File: config.mk
export PLATFORM = sky130hd
export DESIGN_NAME = core_ma_lsu_store_gen_flat
export DESIGN_NICKNAME = d
export VERILOG_FILES = /design/src/rtl/core_lsu_pkg.sv /design/src/rtl/core_ma_lsu_store_gen_if.sv /design/src/rtl/core_lsu_store_lane.sv /design/src/rtl/core_ma_lsu_store_gen.sv /design/src/flat_wrapper.sv
export SDC_FILE = /design/constraint.sdc
export NUM_CORES = 1
export LEC_CHECK = 0
export BUFFER_PORTS_ARGS = -buffer_cell sky130_fd_sc_hd__buf_2
export CORE_ASPECT_RATIO = 1.1
export CORE_MARGIN = 10
export CORE_UTILIZATION = 52
export DETAILED_ROUTE_END_ITERATION = 10
export PLACE_DENSITY = 0.94
export SLEW_MARGIN = 20
export SYNTH_ARGS = -nofsm -noshare
export SYNTH_HDL_FRONTEND = slang
export SYNTH_SLANG_ARGS = --single-unit
File: constraint.sdc
create_clock -name clk -period 3.9 [get_ports clk]
set_input_delay 0.195 -clock clk [delete_from_list [all_inputs] [get_ports clk]]
set_output_delay 0.195 -clock clk [all_outputs]
set_load 0.05 [all_outputs]
File: src/rtl/core_lsu_pkg.sv
// Shared LSU definitions: FSM states, store size codes, bus beat payload and
// the word-crossing helper used by both the load and store paths.
package core_lsu_pkg;

    localparam int unsigned LSU_ADDR_W = 32;
    localparam int unsigned LSU_DATA_W = 32;
    localparam int unsigned LSU_BE_W   = LSU_DATA_W / 8;

    localparam logic [2:0] LSU_LEN_B = 3'd1;
    localparam logic [2:0] LSU_LEN_H = 3'd2;
    localparam logic [2:0] LSU_LEN_W = 3'd4;

    typedef enum logic [1:0] {
        ST_IDLE = 2'd0,
        ST_WR0  = 2'd1,
        ST_WR1  = 2'd2,
        ST_DONE = 2'd3
    } lsu_state_e;

    typedef struct packed {
        logic [LSU_ADDR_W-1:0] addr;
        logic [LSU_BE_W-1:0]   be;
        logic [LSU_DATA_W-1:0] data;
    } lsu_beat_t;

    // Anything that is not a byte or half is treated as a full word.
    function automatic logic [2:0] lsu_len_decode(input logic [2:0] len);
        logic [2:0] len_d;
        case (len)
            LSU_LEN_B: len_d = LSU_LEN_B;
            LSU_LEN_H: len_d = LSU_LEN_H;
            default:   len_d = LSU_LEN_W;
        endcase
        return len_d;
    endfunction

    function automatic logic lsu_cross(input logic [1:0] off, input logic [2:0] len);
        return (4'(off) + 4'(lsu_len_decode(len))) > 4'd4;
    endfunction

endpackage

File: src/rtl/core_ma_lsu_store_gen_if.sv
// MA-stage store request/completion signals plus the Avalon-MM write port.
// master: the store generator; slave: the pipeline and memory side.
interface core_ma_lsu_store_gen_if;
    import core_lsu_pkg::*;

    logic                  mem_write;
    logic                  mem_write_ready;
    logic [LSU_ADDR_W-1:0] mem_addr;
    logic [2:0]            mem_op_data_len;
    logic [LSU_DATA_W-1:0] mem_write_data;
    logic                  mem_write_done;
    logic                  mem_write_err;

    logic [LSU_ADDR_W-1:0] avl_m0_address;
    logic                  avl_m0_write;
    logic [LSU_BE_W-1:0]   avl_m0_byte_enable;
    logic [LSU_DATA_W-1:0] avl_m0_write_data;
    logic                  avl_m0_wait_request;

    modport master (
        input  mem_write, mem_addr, mem_op_data_len, mem_write_data, avl_m0_wait_request,
        output mem_write_ready, mem_write_done, mem_write_err,
        output avl_m0_address, avl_m0_write, avl_m0_byte_enable, avl_m0_write_data
    );

    modport slave (
        output mem_write, mem_addr, mem_op_data_len, mem_write_data, avl_m0_wait_request,
        input  mem_write_ready, mem_write_done, mem_write_err,
        input  avl_m0_address, avl_m0_write, avl_m0_byte_enable, avl_m0_write_data
    );

endinterface

File: src/rtl/core_lsu_store_lane.sv
// Store lane generator: positions right-aligned store data and byte enables
// across an 8-byte window starting at the word holding the store address.
module core_lsu_store_lane
    import core_lsu_pkg::*;
(
    input  logic [1:0]              off,
    input  logic [2:0]              len,
    input  logic [LSU_DATA_W-1:0]   data,
    output logic [2*LSU_BE_W-1:0]   be8_c,
    output logic [2*LSU_DATA_W-1:0] d64_c,
    output logic                    cross_c
);

    logic [LSU_BE_W-1:0]   mask;
    logic [LSU_DATA_W-1:0] data_m;

    // Bytes beyond the store size are zeroed so unused lanes stay quiet.
    always_comb begin
        mask   = 4'b1111;
        data_m = '0;
        case (lsu_len_decode(len))
            LSU_LEN_B: mask = 4'b0001;
            LSU_LEN_H: mask = 4'b0011;
            default:   mask = 4'b1111;
        endcase
        for (int i = 0; i < int'(LSU_BE_W); i++) begin
            data_m[8*i +: 8] = mask[i] ? data[8*i +: 8] : 8'h00;
        end
        be8_c   = 8'(mask) << off;
        d64_c   = 64'(data_m) << {off, 3'b000};
        cross_c = lsu_cross(off, len);
    end

endmodule

File: src/rtl/core_ma_lsu_store_gen.sv
// MA-stage store generator: turns one store request into one or two
// word-aligned Avalon-MM writes. Splitting of word-crossing stores is enabled
// by CORE_LSU_MISALIGN_STORE_EN; without it such stores complete with an error.
module core_ma_lsu_store_gen
    import core_lsu_pkg::*;
(
    input  logic                    clk,
    input  logic                    rest,
    core_ma_lsu_store_gen_if.master bus
);

`ifdef CORE_LSU_MISALIGN_STORE_EN
    localparam bit SPLIT_EN = 1'b1;
`else
    localparam bit SPLIT_EN = 1'b0;
`endif

    lsu_state_e state_q, state_nxt;
    lsu_beat_t  beat_q, beat_nxt;
    lsu_beat_t  hi_q, hi_nxt;
    logic       write_q, write_nxt;
    logic       cross_q, cross_nxt;
    logic       done_q, done_nxt;
    logic       err_q, err_nxt;
    logic       ready_q, ready_nxt;

    logic [2*LSU_BE_W-1:0]   be8_c;
    logic [2*LSU_DATA_W-1:0] d64_c;
    logic                    cross_c;
    logic                    accept_c;
    logic                    beat_acc_c;
    logic [LSU_ADDR_W-1:0]   base_c;

    // Lanes are formed from the request as it is accepted so beat 0 can be
    // registered straight onto the bus in the following cycle.
    core_lsu_store_lane u_lane (
        .off     (bus.mem_addr[1:0]),
        .len     (bus.mem_op_data_len),
        .data    (bus.mem_write_data),
        .be8_c   (be8_c),
        .d64_c   (d64_c),
        .cross_c (cross_c)
    );

    assign accept_c   = bus.mem_write && ready_q;
    assign beat_acc_c = write_q && !bus.avl_m0_wait_request;
    assign base_c     = {bus.mem_addr[LSU_ADDR_W-1:2], 2'b00};

    // Next state and next register values. DONE also accepts a new request so
    // the done cycle can overlap the next accept.
    always_comb begin
        state_nxt = state_q;
        beat_nxt  = beat_q;
        hi_nxt    = hi_q;
        write_nxt = write_q;
        cross_nxt = cross_q;
        done_nxt  = 1'b0;
        err_nxt   = 1'b0;
        case (state_q)
            ST_IDLE, ST_DONE: begin
                state_nxt = ST_IDLE;
                if (accept_c) begin
                    if (cross_c && !SPLIT_EN) begin
                        state_nxt = ST_DONE;
                        done_nxt  = 1'b1;
                        err_nxt   = 1'b1;
                    end else begin
                        state_nxt = ST_WR0;
                        write_nxt = 1'b1;
                        cross_nxt = cross_c;
                        beat_nxt  = '{addr: base_c, be: be8_c[3:0], data: d64_c[31:0]};
                        hi_nxt    = '{addr: base_c + 32'd4, be: be8_c[7:4], data: d64_c[63:32]};
                    end
                end
            end
            ST_WR0: begin
                if (beat_acc_c) begin
                    if (cross_q) begin
                        state_nxt = ST_WR1;
                        beat_nxt  = hi_q;
                    end else begin
                        state_nxt = ST_DONE;
                        write_nxt = 1'b0;
                        done_nxt  = 1'b1;
                    end
                end
            end
            ST_WR1: begin
                if (beat_acc_c) begin
                    state_nxt = ST_DONE;
                    write_nxt = 1'b0;
                    done_nxt  = 1'b1;
                end
            end
            default: state_nxt = ST_IDLE;
        endcase
        ready_nxt = (state_nxt == ST_IDLE) || (state_nxt == ST_DONE);
    end

    always_ff @(posedge clk or negedge rest) begin
        if (!rest) begin
            state_q <= ST_IDLE;
            beat_q  <= '0;
            hi_q    <= '0;
            write_q <= 1'b0;
            cross_q <= 1'b0;
            done_q  <= 1'b0;
            err_q   <= 1'b0;
            ready_q <= 1'b1;
        end else begin
            state_q <= state_nxt;
            beat_q  <= beat_nxt;
            hi_q    <= hi_nxt;
            write_q <= write_nxt;
            cross_q <= cross_nxt;
            done_q  <= done_nxt;
            err_q   <= err_nxt;
            ready_q <= ready_nxt;
        end
    end

    assign bus.mem_write_ready    = ready_q;
    assign bus.mem_write_done     = done_q;
    assign bus.mem_write_err      = err_q;
    assign bus.avl_m0_address     = beat_q.addr;
    assign bus.avl_m0_write       = write_q;
    assign bus.avl_m0_byte_enable = beat_q.be;
    assign bus.avl_m0_write_data  = beat_q.data;

endmodule
File: src/flat_wrapper.sv
// flat-port wrapper written by rule: the top's interface ports become plain ports
module core_ma_lsu_store_gen_flat import core_lsu_pkg::*;
  (clk, rest, bus_mem_write, bus_mem_addr, bus_mem_op_data_len, bus_mem_write_data, bus_avl_m0_wait_request, bus_mem_write_ready, bus_mem_write_done, bus_mem_write_err, bus_avl_m0_address, bus_avl_m0_write, bus_avl_m0_byte_enable, bus_avl_m0_write_data);
  core_ma_lsu_store_gen_if bus_i ();
  input  logic clk;
  input  logic rest;
  input wire logic [$bits(bus_i.mem_write)-1:0] bus_mem_write;
  input wire logic [$bits(bus_i.mem_addr)-1:0] bus_mem_addr;
  input wire logic [$bits(bus_i.mem_op_data_len)-1:0] bus_mem_op_data_len;
  input wire logic [$bits(bus_i.mem_write_data)-1:0] bus_mem_write_data;
  input wire logic [$bits(bus_i.avl_m0_wait_request)-1:0] bus_avl_m0_wait_request;
  output wire logic [$bits(bus_i.mem_write_ready)-1:0] bus_mem_write_ready;
  output wire logic [$bits(bus_i.mem_write_done)-1:0] bus_mem_write_done;
  output wire logic [$bits(bus_i.mem_write_err)-1:0] bus_mem_write_err;
  output wire logic [$bits(bus_i.avl_m0_address)-1:0] bus_avl_m0_address;
  output wire logic [$bits(bus_i.avl_m0_write)-1:0] bus_avl_m0_write;
  output wire logic [$bits(bus_i.avl_m0_byte_enable)-1:0] bus_avl_m0_byte_enable;
  output wire logic [$bits(bus_i.avl_m0_write_data)-1:0] bus_avl_m0_write_data;
  assign bus_i.mem_write = bus_mem_write;
  assign bus_i.mem_addr = bus_mem_addr;
  assign bus_i.mem_op_data_len = bus_mem_op_data_len;
  assign bus_i.mem_write_data = bus_mem_write_data;
  assign bus_i.avl_m0_wait_request = bus_avl_m0_wait_request;
  assign bus_mem_write_ready = bus_i.mem_write_ready;
  assign bus_mem_write_done = bus_i.mem_write_done;
  assign bus_mem_write_err = bus_i.mem_write_err;
  assign bus_avl_m0_address = bus_i.avl_m0_address;
  assign bus_avl_m0_write = bus_i.avl_m0_write;
  assign bus_avl_m0_byte_enable = bus_i.avl_m0_byte_enable;
  assign bus_avl_m0_write_data = bus_i.avl_m0_write_data;
  core_ma_lsu_store_gen u_core (.clk(clk), .rest(rest), .bus(bus_i));
endmodule
* After elaboration in Yosys (flattened, before gate mapping)
Index checks and enable logic that the tools add are counted.
** Word-level totals
- Register bits after elaboration :: 74
- Bits of input ports :: 71
- Word-level logic and storage cells :: 58
- Output and inout bits :: 72
** Operators by class
- $add $sub $neg :: 1
- Bitwise logic cells :: 1
- $lt $le $gt $ge :: 1
- Shifts and indexed selects :: 2
- Eq/ne operators :: 12
- Muxes and demuxes :: 22
- Reduce and logical (&&, ||, !) cells :: 11
** Operators by type and width (number)
- 2-to-1 mux 68 bit :: 3
- 2-to-1 mux 8 bit :: 4
- << shifter 32 x 5 -> 32 bit :: 1
- one-hot mux 4 bit (2 select lines) :: 1
- 2-to-1 mux 1 bit :: 7
- == test 2 bit (second input constant) :: 3
- == test 3 x 1 -> 1 bit (second input constant) :: 2
- == test 3 x 2 -> 1 bit (second input constant) :: 2
- 2-to-1 mux 2 bit :: 3
- inequality test 2 x 1 -> 1 bit (second input constant) :: 3
- one-hot mux 3 bit (2 select lines) :: 1
- AND reduction 5 bit :: 1
- adder 2 x 3 -> 4 bit :: 1
- greater-than comparator 4 x 3 -> 1 bit (second input constant) :: 1
- logical NOT 2 bit :: 2
- one-hot mux 1 bit (2 select lines) :: 2
- one-hot mux 2 bit (2 select lines) :: 1
- AND reduction 4 bit :: 1
- OR reduction 2 bit :: 2
- << shifter 4 x 2 -> 4 bit :: 1
- == test 2 x 1 -> 1 bit (second input constant) :: 1
- logical AND 1 bit :: 2
- inequality test 2 bit (second input constant) :: 1
- nonzero test 2 bit :: 1
- other kinds (3) :: 3

* Logic depth before layout (Yosys ltp)
Gate-level depths: netlist of run 1.
- Depth after elaboration :: 9
- Gate-level depth with buffers :: 11
- Gate-level depth less buffers :: 9

* Hierarchy
A second synthesis of run 1 with hierarchy kept.
** Second synthesis, totals
- Cells, all modules :: 351
- Area, all modules :: 4011.3 um^2
** By module, submodules not included
- core_ma_lsu_store_gen :: sequential area each 1803.0 um^2, area an instance 2946.6 um^2, cells each 176, times used 1
- core_lsu_store_lane :: sequential area each 0.0 um^2, area an instance 1064.8 um^2, cells each 175, times used 1

* Worst setup path before layout of run 1
OpenSTA, ideal clock, no wires.
- Kind :: input to register
- From :: input bus_mem_op_data_len[1]
- To :: register u_core.beat_q (netlist bit u_core.bus.avl_m0_address[10])
- Cell stages on the path :: 11
- Buffers on the path :: 2
- Required time :: 3.775 ns
- Slack :: 1.419 ns
- Data arrival time :: 2.356 ns
- Setup time :: 0.125 ns
- Cells stage by stage :: nor3b_1 inv_1 ha_1 nor2_1 fa_1 nor2_1 a2bb2oi_1 nand2_2 buf_6 buf_6 mux2_4
** Between the ends
- Longest elaborated chain between the ends :: 6
- Elaborated cells between the ends (all ways) :: 7
- Those cells by class :: 1 x add/sub; 1 x order compare; 3 x eq/ne; 1 x mux; 1 x reduce/logical
** RTL lines
- from (decl) :: RTL line flat_wrapper.sv:9 : input wire logic [$bits(bus_i.mem_op_data_len)-1:0] bus_mem_op_data_len;
- == test 3 x 2 -> 1 bit or == test 3 x 1 -> 1 bit (tied branches) :: RTL line core_lsu_pkg.sv:29 : case (len)
- one-hot mux 3 bit (2 select lines) (*) :: RTL line core_lsu_pkg.sv:29
- adder 2 x 3 -> 4 bit (*) :: RTL line core_lsu_pkg.sv:38 : return (4'(off) + 4'(lsu_len_decode(len))) > 4'd4;
- greater-than comparator 4 x 3 -> 1 bit (*) :: RTL line core_lsu_pkg.sv:38
- inequality test 2 bit (no line) (*)
- AND reduction 5 bit (no line) (*)
- to (signal assigned) :: RTL line core_ma_lsu_store_gen.sv:112 : beat_q <= beat_nxt;
- to (decl) :: RTL line core_ma_lsu_store_gen.sv:19 : lsu_beat_t beat_q, beat_nxt;
Mark *: on every way between the ends. The rest lies on a longest branch, timed or not.
A chain may end at the register's enable or synchronous reset.

* Final worst setup path of run 1
- From :: input bus_mem_op_data_len[1]
- To :: register u_core.beat_q (netlist bit u_core.bus.avl_m0_write_data[29])
** Between the ends
- Longest elaborated chain between the ends :: 9
- Elaborated cells between the ends (all ways) :: 17
- Those cells by class :: 1 x add/sub; 1 x order compare; 5 x eq/ne; 1 x shift; 8 x mux; 1 x reduce/logical
** RTL lines
- == test 3 x 2 -> 1 bit or == test 3 x 1 -> 1 bit (tied branches) :: RTL line core_lsu_pkg.sv:29
- one-hot mux 3 bit (2 select lines) (*) :: RTL line core_lsu_pkg.sv:29
- == test 3 x 2 -> 1 bit or == test 3 x 1 -> 1 bit (tied branches) :: RTL line core_lsu_store_lane.sv:21 : case (lsu_len_decode(len))
- one-hot mux 4 bit (2 select lines) :: RTL line core_lsu_store_lane.sv:21
- 2-to-1 mux 8 bit :: RTL line core_lsu_store_lane.sv:27 : data_m[8*i +: 8] = mask[i] ? data[8*i +: 8] : 8'h00;
- << shifter 32 x 5 -> 32 bit :: RTL line core_lsu_store_lane.sv:30 : d64_c = 64'(data_m) << {off, 3'b000};
- 2-to-1 mux 68 bit :: RTL line core_ma_lsu_store_gen.sv:63 : if (cross_c && !SPLIT_EN) begin
- 2-to-1 mux 68 bit :: RTL line core_ma_lsu_store_gen.sv:62 : if (accept_c) begin
- 2-to-1 mux 68 bit
Mark *: on every way between the ends. The rest lies on a longest branch, timed or not. The select of a mux whose other input is x is not followed.

==> results.txt, run 1 <==
----------------------------------------------------
[Synthesis]
  Number of flops mapped to enable cells by yosys ... 0
  Synthesis Warnings ... 0
  Share of Yosys cell area claimed by the top area cell type ... 49.6%
  Top cell types by occurrence after synthesis ... sky130_fd_sc_hd__dfrtp_1, sky130_fd_sc_hd__mux2_4, sky130_fd_sc_hd__mux2_2, sky130_fd_sc_hd__nor2_1, sky130_fd_sc_hd__o21ai_0
  Library cells used by synthesis ... 38
  Fraction of registers with async set or reset after synthesis ... 100%
  Post-synth top area cell ... sky130_fd_sc_hd__dfrtp_1
  Mapped Avg Cell Area ... 12.8 µm²
  Leading post-synthesis cells by cell area ... sky130_fd_sc_hd__dfrtp_1, sky130_fd_sc_hd__mux2_4, sky130_fd_sc_hd__mux2_2, sky130_fd_sc_hd__a21bo_2, sky130_fd_sc_hd__mux2i_1
  Number of synthesized register bits ... 72
  Synthesized area ... 3580 µm²
  Proportion of synthesized chip area in sequential cells ... 50.3%
  Cell count after synthesis ... 279
  Most repeated cell in the gate-level netlist after synthesis ... sky130_fd_sc_hd__dfrtp_1
  Ys flop type ... sky130_fd_sc_hd__dfrtp_1

[Run status]
  Result of the run ... finished, violations left
  Failing checks ... hold timing

[Placement]
  Placed instance area ... 4280 µm²
  Half-perimeter wire length after detailed placement ... 7360 µm
  Number of buffers added on ports ... 140
  GP Congestion ... 0.858

[Setup path]
  Worst path slowest cell ... sky130_fd_sc_hd__mux2_4
  Number of buffer and inverter instances along the worst setup path ... 3
  Critical path endpoint category ... flip-flop
  Setup CP Type ... in -> reg
  Data required time at the worst endpoint ... 4.12 ns
  Crit path arrival time ... 3.20 ns
  Critical path startpoint category ... input pin
  Maximum net fanout on the critical path ... 66
  Most common cell type on the critical path ... sky130_fd_sc_hd__nor2_1
  Slowest Stage Delay on Critical Path ... 0.52 ns
  Crit path max-delay family ... simple AND/OR/NAND/NOR gates
  Series of cell instances along the critical path ... buf_2 -> nor3b_1 -> inv_1 -> ha_1 -> nor2_1 -> fa_1 -> nor2_1 -> a2bb2oi_1 -> buf_4 -> nand2_4 -> mux2_4

[GRT]
  Via count of the first global-routing pass ... 2952
  Number of antenna violations at the first check in global routing ... 0
  Pin count of the biggest net entering global routing ... 73
  Wire length of the first global-routing pass ... 15600 µm
  Global route total overflow ... 0
  Overall track demand over capacity in global routing ... 17.9%

[Clock network]
  Insertion delay of the later-clocked pin in the worst-skew pair ... 0.34 ns
  Number of clock buffers inserted by TritonCTS ... 9
  TritonCTS clock tree ... built
  Clock Sinks ... 72
  Clock slew at reported path FFs ... 0.08 ns
  Number of gates given a new drive strength after cts ... 0
  Cell at the root of the clock tree ... sky130_fd_sc_hd__clkbuf_8
  Clock Tree Buf Depth ... 2
  CTS HTree Levels ... 3
  Number of buffers inserted for hold repair after clock tree synthesis ... 0
  Setup fix buffers added after clock tree synthesis ... 0

[Power]
  Leakage Power ... 2.40 nW
  Tot Pwr ... 4.33 mW
  Power density over the cells ... 957 nW/µm²
  Peak supply drop ... 0.679 mV

[Layout]
  Synthesis-to-layout area growth ... 26.3%
  Final std cell area, no fill ... 4520 µm²
  Ratio of cells with drive above 1 in the final layout ... 54.3%
  Antenna Diode Count ... 0
  # nets final ... 491

[Routing]
  Drt pass-1 iters ... 4
  Starting DRT DRC Count ... 117
  Routed Wire Length ... 9640 µm
  Final routed DRC violation total ... 0
  Via density per instance ... 5.45
  Antenna viol nets, final ... 0
  Average detailed-routed wire length per instance ... 19.3 µm
  Overall via count from detail_route ... 2723

[STA]
  Period minus WS final ... 2.97 ns
  Hold violation count in the final report ... 22
  Tcrit/Tclk final ... 76.3%
  Hold Slack ... -0.0348 ns
  Post-Route Setup TNS ... 0 ns
  Pins Over Slew Limit ... 0
  Measured slew at the worst slew-check pin ... 1.02 ns
  Final setup violation count ... 0
  Max frequency ... 336 MHz
  Worst slew margin ... 32.2%
  Skew final ... 0.0109 ns
  Unrepaired setup endpoints after global routing ... no

[Floorplan]
  Number of placement rows ... 31
  Area enclosed by the die boundary ... 10600 µm²
  Core area ... 6630 µm²
  Die span in y ... 107 µm
  Die Wd ... 99.1 µm
  Initial cell density of the core ... 54.0%
  Ports ... 143

[Worst hold path]
  Min-Delay Path Class ... in -> async

[Flow run]
  Max-cap viol count ... 0

----------------------------------------------------
-- registers in the layout, summed over array words and instances, names as in the netlist --
| register | count |
|---|---|
| u_core.state_q | 2 |
| u_core.bus.mem_write_ready | 1 |
| u_core.bus.avl_m0_byte_enable | 4 |
| u_core.bus.mem_write_done | 1 |
| u_core.bus.mem_write_err | 1 |
| u_core.bus.avl_m0_write | 1 |
| u_core.bus.avl_m0_write_data | 32 |
| u_core.bus.avl_m0_address | 30 |
-- worst paths after layout --
path                       cells past startpoint                                to  slack [ns]                       startpoint
setup / recovery                              11  u_core.bus.avl_m0_write_data[29]        0.93           bus_mem_op_data_len[1]
hold / removal                                 1     u_core.bus.avl_m0_address[18]       -0.03                             rest
setup reg to reg                               6  u_core.bus.avl_m0_write_data[29]        1.34                u_core.state_q[0]
hold reg to reg                                1   u_core.bus.avl_m0_write_data[1]        0.49  u_core.bus.avl_m0_write_data[1]
max in group asynchronous                      1   u_core.bus.avl_m0_write_data[8]        3.35                             rest
min in group clk                               2     u_core.bus.avl_m0_address[24]        0.08                 bus_mem_addr[24]
-- cell families (layout without fill, tap and decap cells) --
group | count (synthesis) | after routing | share of synthesized area, %
xor+xnor | 2 | 2 | 0.489
simple gates | 54 | 54 | 8.25
buf+inv | 25 | 163 | 4.12
flops | 72 | 72 | 50.3
mux | 66 | 66 | 23.8
compound gates | 52 | 52 | 10.2
other cells | 1 | 2 | 0.105
fa+ha+maj | 7 | 7 | 2.66
-- stage by stage --
step / instances / hold WS, ns / setup slack, ns / utilization, %
3_5_place_dp: 484 / 0.383 / 0.585 / 64.5
5_1_grt: 500 / 0.0334 / 0.695 / 68.2
4_1_cts: 500 / 0.00471 / 0.958 / 68.2
3_3_place_gp: 484 / 0.358 / 0.758 / 64.5
6_report: 500 / -0.0348 / 0.926 / 68.2
2_1_floorplan: 280 / -0.101 / 1.42 / -
-- cell type report --
cell class,instances,area (µm²)
clock inverters,5,104
clock buffers,11,141
flip-flops and latches,72,1800
well taps,82,103
inverters,6,22.5
fillers,491,2110
repair buffers,141,711
multi-input cells,183,1640
-- where the power goes --
part	internal, mW	switching [mW]	total (mW)	leakage [nW]
Combinational	0.719	1.63	2.35	1.38
Clock	0.443	0.275	0.718	0.124
Sequential	1.08	0.178	1.26	0.898
Total	2.25	2.08	4.33	2.40
-- cell usage in the layout, fill, tap and decap left out --
cell type	n
sky130_fd_sc_hd__buf_4	2
sky130_fd_sc_hd__nor4bb_1	2
sky130_fd_sc_hd__dfrtp_1	71
sky130_fd_sc_hd__clkinv_2	1
sky130_fd_sc_hd__a21bo_2	8
sky130_fd_sc_hd__clkinv_1	1
sky130_fd_sc_hd__clkbuf_8	10
sky130_fd_sc_hd__clkinv_4	1
sky130_fd_sc_hd__conb_1	2
sky130_fd_sc_hd__nand4_1	8
sky130_fd_sc_hd__o22ai_1	8
sky130_fd_sc_hd__o21a_1	2
sky130_fd_sc_hd__mux2_4	32
sky130_fd_sc_hd__a21oi_4	1
sky130_fd_sc_hd__mux2i_1	8
sky130_fd_sc_hd__nand3_1	2
sky130_fd_sc_hd__a2bb2oi_1	1
sky130_fd_sc_hd__nor3b_1	9
sky130_fd_sc_hd__nand3_2	1
sky130_fd_sc_hd__nor2b_1	3
sky130_fd_sc_hd__a21o_1	1
sky130_fd_sc_hd__inv_1	5
sky130_fd_sc_hd__nand2b_1	2
sky130_fd_sc_hd__nand2_4	1
sky130_fd_sc_hd__xnor2_1	2
sky130_fd_sc_hd__a32oi_1	6
sky130_fd_sc_hd__mux2_2	26
sky130_fd_sc_hd__buf_2	139
sky130_fd_sc_hd__ha_1	6
sky130_fd_sc_hd__o31a_1	2
sky130_fd_sc_hd__a21oi_1	10
sky130_fd_sc_hd__o31ai_1	1
sky130_fd_sc_hd__dfstp_2	1
sky130_fd_sc_hd__bufinv_16	3
sky130_fd_sc_hd__nor2_1	14
sky130_fd_sc_hd__nand2_1	11
sky130_fd_sc_hd__clkbuf_1	1
sky130_fd_sc_hd__or2_2	1
sky130_fd_sc_hd__fa_1	1
sky130_fd_sc_hd__o21ai_0	12
-- layer usage --
metal  up-vias  wire [µm]  GRT usage (%)
li1       1274          -              -
met1      1314       3920           22.6
met2       121       4510           27.6
met3        14       1060           6.55
met4         0        143           6.05
met5         -          0              0
No activity file was read; power rests on OpenSTA's default activity.
==> inputs of run 2 (changes only) <==
Settings changed: ABC_AREA from default to 1, CORE_UTILIZATION 52 to 50, PLACE_DENSITY 0.94 to 0.9.
Clock period 3.9 ns to 3 ns, I/O delays scaled along.
==> run 2 against run 1 <==
Net effect: the run now ends clean; flip-flop and latch count unchanged; combinational power rose by 63%; worst setup slack worse by 0.22 ns; total power rose by 48%; final cell count increased by 51%; worst hold slack gained 0.045 ns.
==> results.txt, run 2 <==
----------------------------------------------------
[STA]
  Unrepaired setup endpoints after global routing ... no
  Measured slew at the worst slew-check pin ... 0.883 ns (-0.134 ns)
  Hold violation count in the final report ... 0 (-100%)
  Post-Route Setup TNS ... 0 ns (unchanged)
  Skew final ... 0.0103 ns (-0.000583 ns)
  Period minus WS final ... 2.29 ns
  Max frequency ... 436 MHz
  Tcrit/Tclk final ... 76.5%
  Pins Over Slew Limit ... 0 (unchanged)
  Final setup violation count ... 0 (unchanged)
  Worst slew margin ... 41.1% (+8.9 points)

[Routing]
  Antenna viol nets, final ... 0 (unchanged)
  Drt pass-1 iters ... 5 (+1)
  Via density per instance ... 5.34 (-2.0%)
  Routed Wire Length ... 11700 µm (+22%)
  Starting DRT DRC Count ... 303 (+160%)
  Average detailed-routed wire length per instance ... 15.5 µm (-20%)
  Overall via count from detail_route ... 4040 (+48%)
  Final routed DRC violation total ... 0 (unchanged)

[Setup path]
  Number of buffer and inverter instances along the worst setup path ... 4 (+1)
  Slowest Stage Delay on Critical Path ... 0.47 ns (-0.05 ns)
  Worst path slowest cell ... sky130_fd_sc_hd__fa_1
  Setup CP Type ... in -> reg
  Most common cell type on the critical path ... sky130_fd_sc_hd__nand2_1
  Crit path arrival time ... 2.57 ns (-0.63 ns)
  Series of cell instances along the critical path ... buf_2 -> nor3_1 -> inv_1 -> ha_1 -> nor2_1 -> fa_1 -> inv_1 -> nand2_1 -> nand3_1 -> nand2_1 -> nand2_2 -> buf_4 -> nand4_1 -> nand2_1
  Data required time at the worst endpoint ... 3.28 ns (-0.84 ns)
  Crit path max-delay family ... simple AND/OR/NAND/NOR gates
  Maximum net fanout on the critical path ... 36 (-45%)
  Critical path endpoint category ... flip-flop
  Critical path startpoint category ... input pin

[Synthesis]
  Leading post-synthesis cells by cell area ... sky130_fd_sc_hd__dfrtp_1, sky130_fd_sc_hd__nand2_1, sky130_fd_sc_hd__nand4_1, sky130_fd_sc_hd__nand3_1, sky130_fd_sc_hd__inv_1
  Number of synthesized register bits ... 72 (unchanged)
  Number of flops mapped to enable cells by yosys ... 0 (unchanged)
  Post-synth top area cell ... sky130_fd_sc_hd__dfrtp_1
  Fraction of registers with async set or reset after synthesis ... 100% (unchanged)
  Synthesis Warnings ... 0 (unchanged)
  Ys flop type ... sky130_fd_sc_hd__dfrtp_1
  Cell count after synthesis ... 527 (+89%)
  Library cells used by synthesis ... 26 (-32%)
  Synthesized area ... 3930 µm² (+9.6%)
  Most repeated cell in the gate-level netlist after synthesis ... sky130_fd_sc_hd__nand2_1
  Proportion of synthesized chip area in sequential cells ... 45.9% (-4.4 points)
  Top cell types by occurrence after synthesis ... sky130_fd_sc_hd__nand2_1, sky130_fd_sc_hd__dfrtp_1, sky130_fd_sc_hd__nand4_1, sky130_fd_sc_hd__nand3_1, sky130_fd_sc_hd__inv_1
  Share of Yosys cell area claimed by the top area cell type ... 45.3% (-4.3 points)
  Mapped Avg Cell Area ... 7.45 µm² (-42%)

[Layout]
  # nets final ... 725 (+48%)
  Multi-input gate area ... 1770 µm² (+8.2%)
  Ratio of cells with drive above 1 in the final layout ... 27.1% (-27 points)
  Share of the core filled with cells in the final layout ... 64.3% (-3.8 points)
  Antenna Diode Count ... 0 (unchanged)
  Commonest non-fill, non-tap cell in the layout ... sky130_fd_sc_hd__nand2_1
  Synthesis-to-layout area growth ... 23.9%
  Number of flip-flops under the largest register name ... 32 (unchanged)
  Most frequent cells in the layout ... sky130_fd_sc_hd__nand2_1, sky130_fd_sc_hd__buf_2, sky130_fd_sc_hd__dfrtp_1
  Number of fillers in the final layout ... 697 (+42%)
  Post-route insts no fill ... 757 (+51%)
  Area taken by flip-flops and latches ... 1800 µm² (unchanged)

[Worst hold path]
  Min-Delay Path Class ... in -> async

[Floorplan]
  Area enclosed by the die boundary ... 11800 µm² (+11%)
  Number of placement rows ... 33 (+6.5%)
  Die Wd ... 104 µm (+5.4%)
  Initial cell density of the core ... 51.9% (-2.0 points)
  Die span in y ... 113 µm (+5.5%)
  Core area ... 7560 µm² (+14%)
  Ports ... 143 (unchanged)

[GRT]
  Global route total overflow ... 0 (unchanged)
  Overall track demand over capacity in global routing ... 19.3% (+1.4 points)
  Wire length of the first global-routing pass ... 19000 µm (+22%)
  Via count of the first global-routing pass ... 3855 (+31%)
  Number of antenna violations at the first check in global routing ... 0 (unchanged)
  Pin count of the biggest net entering global routing ... 73 (unchanged)

[Clock network]
  CTS HTree Levels ... 3 (unchanged)
  Setup fix buffers added after clock tree synthesis ... 0 (unchanged)
  Clock Tree Buf Depth ... 2 (unchanged)
  Number of buffers inserted for hold repair after clock tree synthesis ... 0 (unchanged)
  Clock slew at reported path FFs ... 0.08 ns (about the same)
  TritonCTS clock tree ... built
  Clock Sinks ... 72 (unchanged)
  Number of clock buffers inserted by TritonCTS ... 9 (unchanged)
  Cell at the root of the clock tree ... sky130_fd_sc_hd__clkbuf_8
  Number of gates given a new drive strength after cts ... 0 (unchanged)
  Insertion delay of the later-clocked pin in the worst-skew pair ... 0.35 ns (about the same)

[Placement]
  Half-perimeter wire length after detailed placement ... 8860 µm (+20%)
  Placed Cells incl. Taps ... 741 (+53%)
  Number of buffers added on ports ... 140 (unchanged)
  GP Congestion ... 0.957 (+12%)

[Flow run]
  Max-cap viol count ... 0 (unchanged)

[Power]
  Power density over the cells ... 1320 nW/µm² (+37%)
  Peak supply drop ... 0.569 mV (-16%)
  Leakage Power ... 2.88 nW (+20%)

[Run status]
  Result of the run ... finished, final reports clean

----------------------------------------------------
-- run 2: metal layers --
| metal | GRT usage, % | share of wire [%] | vias up |
|---|---|---|---|
| li1 | - | - | 1968 |
| met2 | 29.9 | 46 | 211 |
| met1 | 25.6 | 44 | 1843 |
| met5 | 0 | 0 | - |
| met3 | 5.90 | 9.3 | 18 |
| met4 | 5.11 | 1.5 | 0 |
-- run 2: layout make-up --
cell class | count | area share [%]
Clock buffer | 10 | 2.83
Clock inverter | 6 | 2.32
Inverter | 34 | 2.62
Multi-Input combinational cell | 380 | 36.5
Sequential cell | 72 | 37.1
Tap cell | 105 | 2.70
Timing Repair Buffer | 150 | 16.0
-- run 2: stage by stage --
stage,area [µm²],total power [mW],setup slack [ns],hold WS (ns)
after floorplan,3930,4.67,0.749,-0.146
after global placement,4610,5.34,0.538,0.392
after detailed placement,4610,5.47,0.372,0.407
after CTS,4860,6.43,0.735,0.0302
after global routing,4860,6.83,0.580,0.0566
final,4860,6.39,0.706,0.0100
-- run 2: worst register-to-register path, stage by stage, from the launching register on --
cell and delay (ns):
sky130_fd_sc_hd__dfrtp_1 0.38, sky130_fd_sc_hd__inv_1 0.06, sky130_fd_sc_hd__ha_1 0.39, sky130_fd_sc_hd__nand2_2 0.52, sky130_fd_sc_hd__buf_4 0.45, sky130_fd_sc_hd__nand4_1 0.19, sky130_fd_sc_hd__nand2_1 0.11
-- run 2: report_power, final --
part / switching, mW / internal, mW / leakage [nW]
Combinational: 2.99 / 0.827 / 1.84
Sequential: 0.207 / 1.42 / 0.908
Clock: 0.371 / 0.579 / 0.127
Total: 3.57 / 2.82 / 2.88
-- run 2: logic make-up after synthesis --
family	synth area share (%)
other cells	0.0955
buf+inv	9.02
compound gates	1.40
flops	45.9
fa+ha+maj	2.42
simple gates	41.1
-- run 2: worst paths after layout --
path	start	to	slack, ns	cells after the start
max	bus_mem_op_data_len[1]	u_core.bus.avl_m0_write_data[24]	0.71	14
min	rest	u_core.bus.avl_m0_address[6]	0.01	2
max reg2reg	u_core.state_q[0]	u_core.bus.avl_m0_write_data[24]	0.83	6
min reg2reg	u_core.bus.avl_m0_address[10]	u_core.bus.avl_m0_address[10]	0.47	2
max in group asynchronous	rest	u_core.bus.avl_m0_byte_enable[0]	2.42	2
min in group clk	bus_mem_addr[22]	u_core.bus.avl_m0_address[22]	0.04	3
==> inputs of run 3 (changes only) <==
Settings changed: CORE_UTILIZATION 50 to 45, PLACE_DENSITY 0.9 to 0.86.
Clock period 3 ns to 2 ns, I/O delays scaled along.
==> run 3 against run 2 <==
Net effect: wire length up 2.1%; die area is 9.0% higher; largest cell class unchanged; clock-buffer cell count decreased by 1; sequential power is 51% higher; clock skew fell by 0.0039 ns; sequential share of layout area decreased by 2.0 points; clock power up 37%; worst setup slack got worse by 0.59 ns; non-clock buffer count rose by 25; final cell count up 4.1%; first-iteration DRC count decreased by 2.3%; total power grew 52%; critical path type is now reg -> reg.
==> results.txt, run 3 (synthesis gave the netlist of run 2 again) <==
----------------------------------------------------
[Run status]
  Result of the run ... finished, final reports clean

[Placement]
  Post-Place Worst Slack ... -0.204 ns (-0.577 ns)
  Number of buffers added on ports ... 140 (unchanged)
  Placed instance area ... 4790 µm² (+3.8%)
  Half-perimeter wire length after detailed placement ... 9320 µm (+5.1%)
  Placed Cells incl. Taps ... 760 (+2.6%)
  GP Congestion ... 0.871 (-8.9%)

[STA]
  Period minus WS final ... 1.89 ns
  Worst slew margin ... 45.6% (+4.5 points)
  Measured slew at the worst slew-check pin ... 0.816 ns (-0.0672 ns)
  Smallest setup slack after layout ... 0.112 ns (-0.594 ns)
  Tcrit/Tclk final ... 94.4%
  Hold Slack ... 0.0123 ns (+0.00231 ns)
  Hold violation count in the final report ... 0 (unchanged)
  Post-Route Setup TNS ... 0 ns (unchanged)
  Final setup violation count ... 0 (unchanged)
  Max frequency ... 530 MHz
  Skew final ... 0.00635 ns (-0.00391 ns)
  Pins Over Slew Limit ... 0 (unchanged)
  Unrepaired setup endpoints after global routing ... no

[Clock network]
  Clock slew at reported path FFs ... 0.08 ns (about the same)
  Cell at the root of the clock tree ... sky130_fd_sc_hd__clkbuf_8
  Setup fix buffers added after clock tree synthesis ... 0 (unchanged)
  Number of gates given a new drive strength after cts ... 0 (unchanged)
  Number of clock buffers inserted by TritonCTS ... 9 (unchanged)
  CTS HTree Levels ... 3 (unchanged)
  Number of buffers inserted for hold repair after clock tree synthesis ... 12 (+12)
  Clock Tree Buf Depth ... 2 (unchanged)
  Insertion delay of the later-clocked pin in the worst-skew pair ... 0.34 ns (about the same)
  Clock Sinks ... 72 (unchanged)
  TritonCTS clock tree ... built

[Layout]
  Synthesis-to-layout area growth ... 30.8%
  Number of flip-flops under the largest register name ... 32 (unchanged)
  Post-route insts no fill ... 788 (+4.1%)
  Number of fillers in the final layout ... 793 (+14%)
  Commonest non-fill, non-tap cell in the layout ... sky130_fd_sc_hd__nand2_1
  # nets final ... 750 (+3.4%)
  Most frequent cells in the layout ... sky130_fd_sc_hd__nand2_1, sky130_fd_sc_hd__buf_2, sky130_fd_sc_hd__dfrtp_1
  Final std cell area, no fill ... 5130 µm² (+5.6%)
  Ratio of cells with drive above 1 in the final layout ... 28.7% (+1.5 points)
  Antenna Diode Count ... 0 (unchanged)

[Flow run]
  Max-cap viol count ... 0 (unchanged)

[Floorplan]
  Core area ... 8450 µm² (+12%)
  Number of placement rows ... 35 (+6.1%)
  Initial cell density of the core ... 46.4% (-5.5 points)
  Die Wd ... 109 µm (+4.4%)
  Ports ... 143 (unchanged)
  Area enclosed by the die boundary ... 12900 µm² (+9.0%)
  Die span in y ... 118 µm (+4.4%)

[GRT]
  Overall track demand over capacity in global routing ... 18.5% (-0.83 points)
  Met3 usage ... 4.65% (-1.2 points)
  Number of antenna violations at the first check in global routing ... 0 (unchanged)
  Fraction of met1 tracks used by global routing ... 23.6% (-2.0 points)
  Global route total overflow ... 0 (unchanged)
  Via count of the first global-routing pass ... 3978 (+3.2%)
  Wire length of the first global-routing pass ... 19600 µm (+3.0%)
  Pin count of the biggest net entering global routing ... 48 (-34%)
  Highest-utilization routing layer at the global route stage ... met2
  Fraction of met2 tracks used by global routing ... 29.5% (-0.41 points)

[Setup path]
  Slowest Stage Delay on Critical Path ... 0.39 ns (-0.08 ns)
  Series of cell instances along the critical path ... inv_1 -> ha_1 -> buf_4 -> nand2_2 -> buf_4 -> nand4_1 -> nand2_1
  Data required time at the worst endpoint ... 2.28 ns (-1.00 ns)
  Critical path endpoint category ... flip-flop
  Critical path startpoint category ... flip-flop
  Number of buffer and inverter instances along the worst setup path ... 3 (-1)
  Worst path slowest cell ... sky130_fd_sc_hd__dfrtp_1
  Most common cell type on the critical path ... sky130_fd_sc_hd__buf_4
  Crit path arrival time ... 2.16 ns (-0.41 ns)
  Crit path max-delay family ... buffers and inverters
  Maximum net fanout on the critical path ... 30 (-17%)
  Setup slack of the most critical reg-to-reg path ... 0.11 ns (-0.72 ns)
  Setup CP Type ... reg -> reg

[Routing]
  Final routed DRC violation total ... 0 (unchanged)
  Drt pass-1 iters ... 5 (unchanged)
  Average detailed-routed wire length per instance ... 15.2 µm (-1.9%)
  Antenna viol nets, final ... 0 (unchanged)
  Routed Wire Length ... 12000 µm (+2.1%)
  Via density per instance ... 5.18 (-2.9%)
  Starting DRT DRC Count ... 296 (-2.3%)
  Overall via count from detail_route ... 4082 (+1.0%)

[Power]
  Power density over the cells ... 1890 nW/µm² (+44%)
  Power share of the combinational group ... 61.3% (+1.5 points)
  Fraction of power spent switching nets ... 56.1% (+0.25 points)
  Part of the power in registers ... 25.3% (about the same)
  Leakage Power ... 2.99 nW (+4.0%)
  Clock power frac ... 13.4% (-1.5 points)
  Switch Pwr ... 5.45 mW (+52%)
  Internal ... 4.26 mW (+51%)
  Peak supply drop ... 0.935 mV (+64%)

[Worst hold path]
  Min-Delay Path Class ... in -> reg

----------------------------------------------------
-- run 3: cell count changes in the layout (fill, tap and decap cells not counted), moves of 2 or more --
cell / delta
sky130_fd_sc_hd__dlygate4sd3_1: +12
sky130_fd_sc_hd__buf_4: +9
sky130_fd_sc_hd__buf_12: +4
sky130_fd_sc_hd__clkinvlp_4: +2
-- run 3: per-layer routing --
layer	share of wire, %	routed length, µm
met5	0	0
met1	42	5040
met2	47	5630
met4	1.8	217
met3	9.1	1090
-- run 3: worst reg2reg max path, delay by kind of cell, from the launching register on --
family                   cells  cell delay [ns]
flip-flops                   1             0.39
adder cells (fa/ha/maj)      1             0.34
buffers and inverters        3             0.61
AND/OR/NAND/NOR              3             0.50
-- run 3: worst paths after layout --
| path | from | end | cells past startpoint |
|---|---|---|---|
| max in group asynchronous | rest | u_core.bus.avl_m0_write_data[7] | 3 |
| hold reg to reg | u_core.bus.avl_m0_byte_enable[2] | u_core.bus.avl_m0_byte_enable[2] | 2 |
| hold / removal | bus_mem_addr[11] | u_core.bus.avl_m0_address[11] | 3 |
| min in group asynchronous | rest | u_core.bus.avl_m0_address[10] | 2 |
| setup / recovery | u_core.state_q[0] | u_core.bus.avl_m0_address[3] | 7 |
| setup reg to reg | u_core.state_q[0] | u_core.bus.avl_m0_address[3] | 7 |
-- run 3: through the flow --
stage | total power, mW | util, %
after floorplan | 7.03 | -
after global placement | 8.24 | 56.7
after detailed placement | 8.42 | 56.7
after CTS | 9.76 | 60.7
after global routing | 10.4 | 60.7
final | 9.70 | 60.7
-- run 3: power groups by stage --
stage / Combinational [mW] / Clock [mW] / Sequential [mW]
final: 5.95 / 1.30 / 2.45
after global routing: 6.42 / 1.41 / 2.53
after CTS: 5.97 / 1.33 / 2.45
after detailed placement: 5.94 / 0 / 2.48
after global placement: 5.80 / 0 / 2.44
after floorplan: 2.47 / 0 / 4.56
-- run 3: cell type report --
class / count / area (µm²) / share of cell area, %
flip-flops and latches: 72 / 1800 / 35.1
multi-input cells: 380 / 1800 / 35.0
repair buffers: 175 / 1040 / 20.3
well taps: 111 / 139 / 2.71
inverters: 34 / 128 / 2.49
clock buffers: 9 / 124 / 2.41
clock inverters: 7 / 101 / 1.97
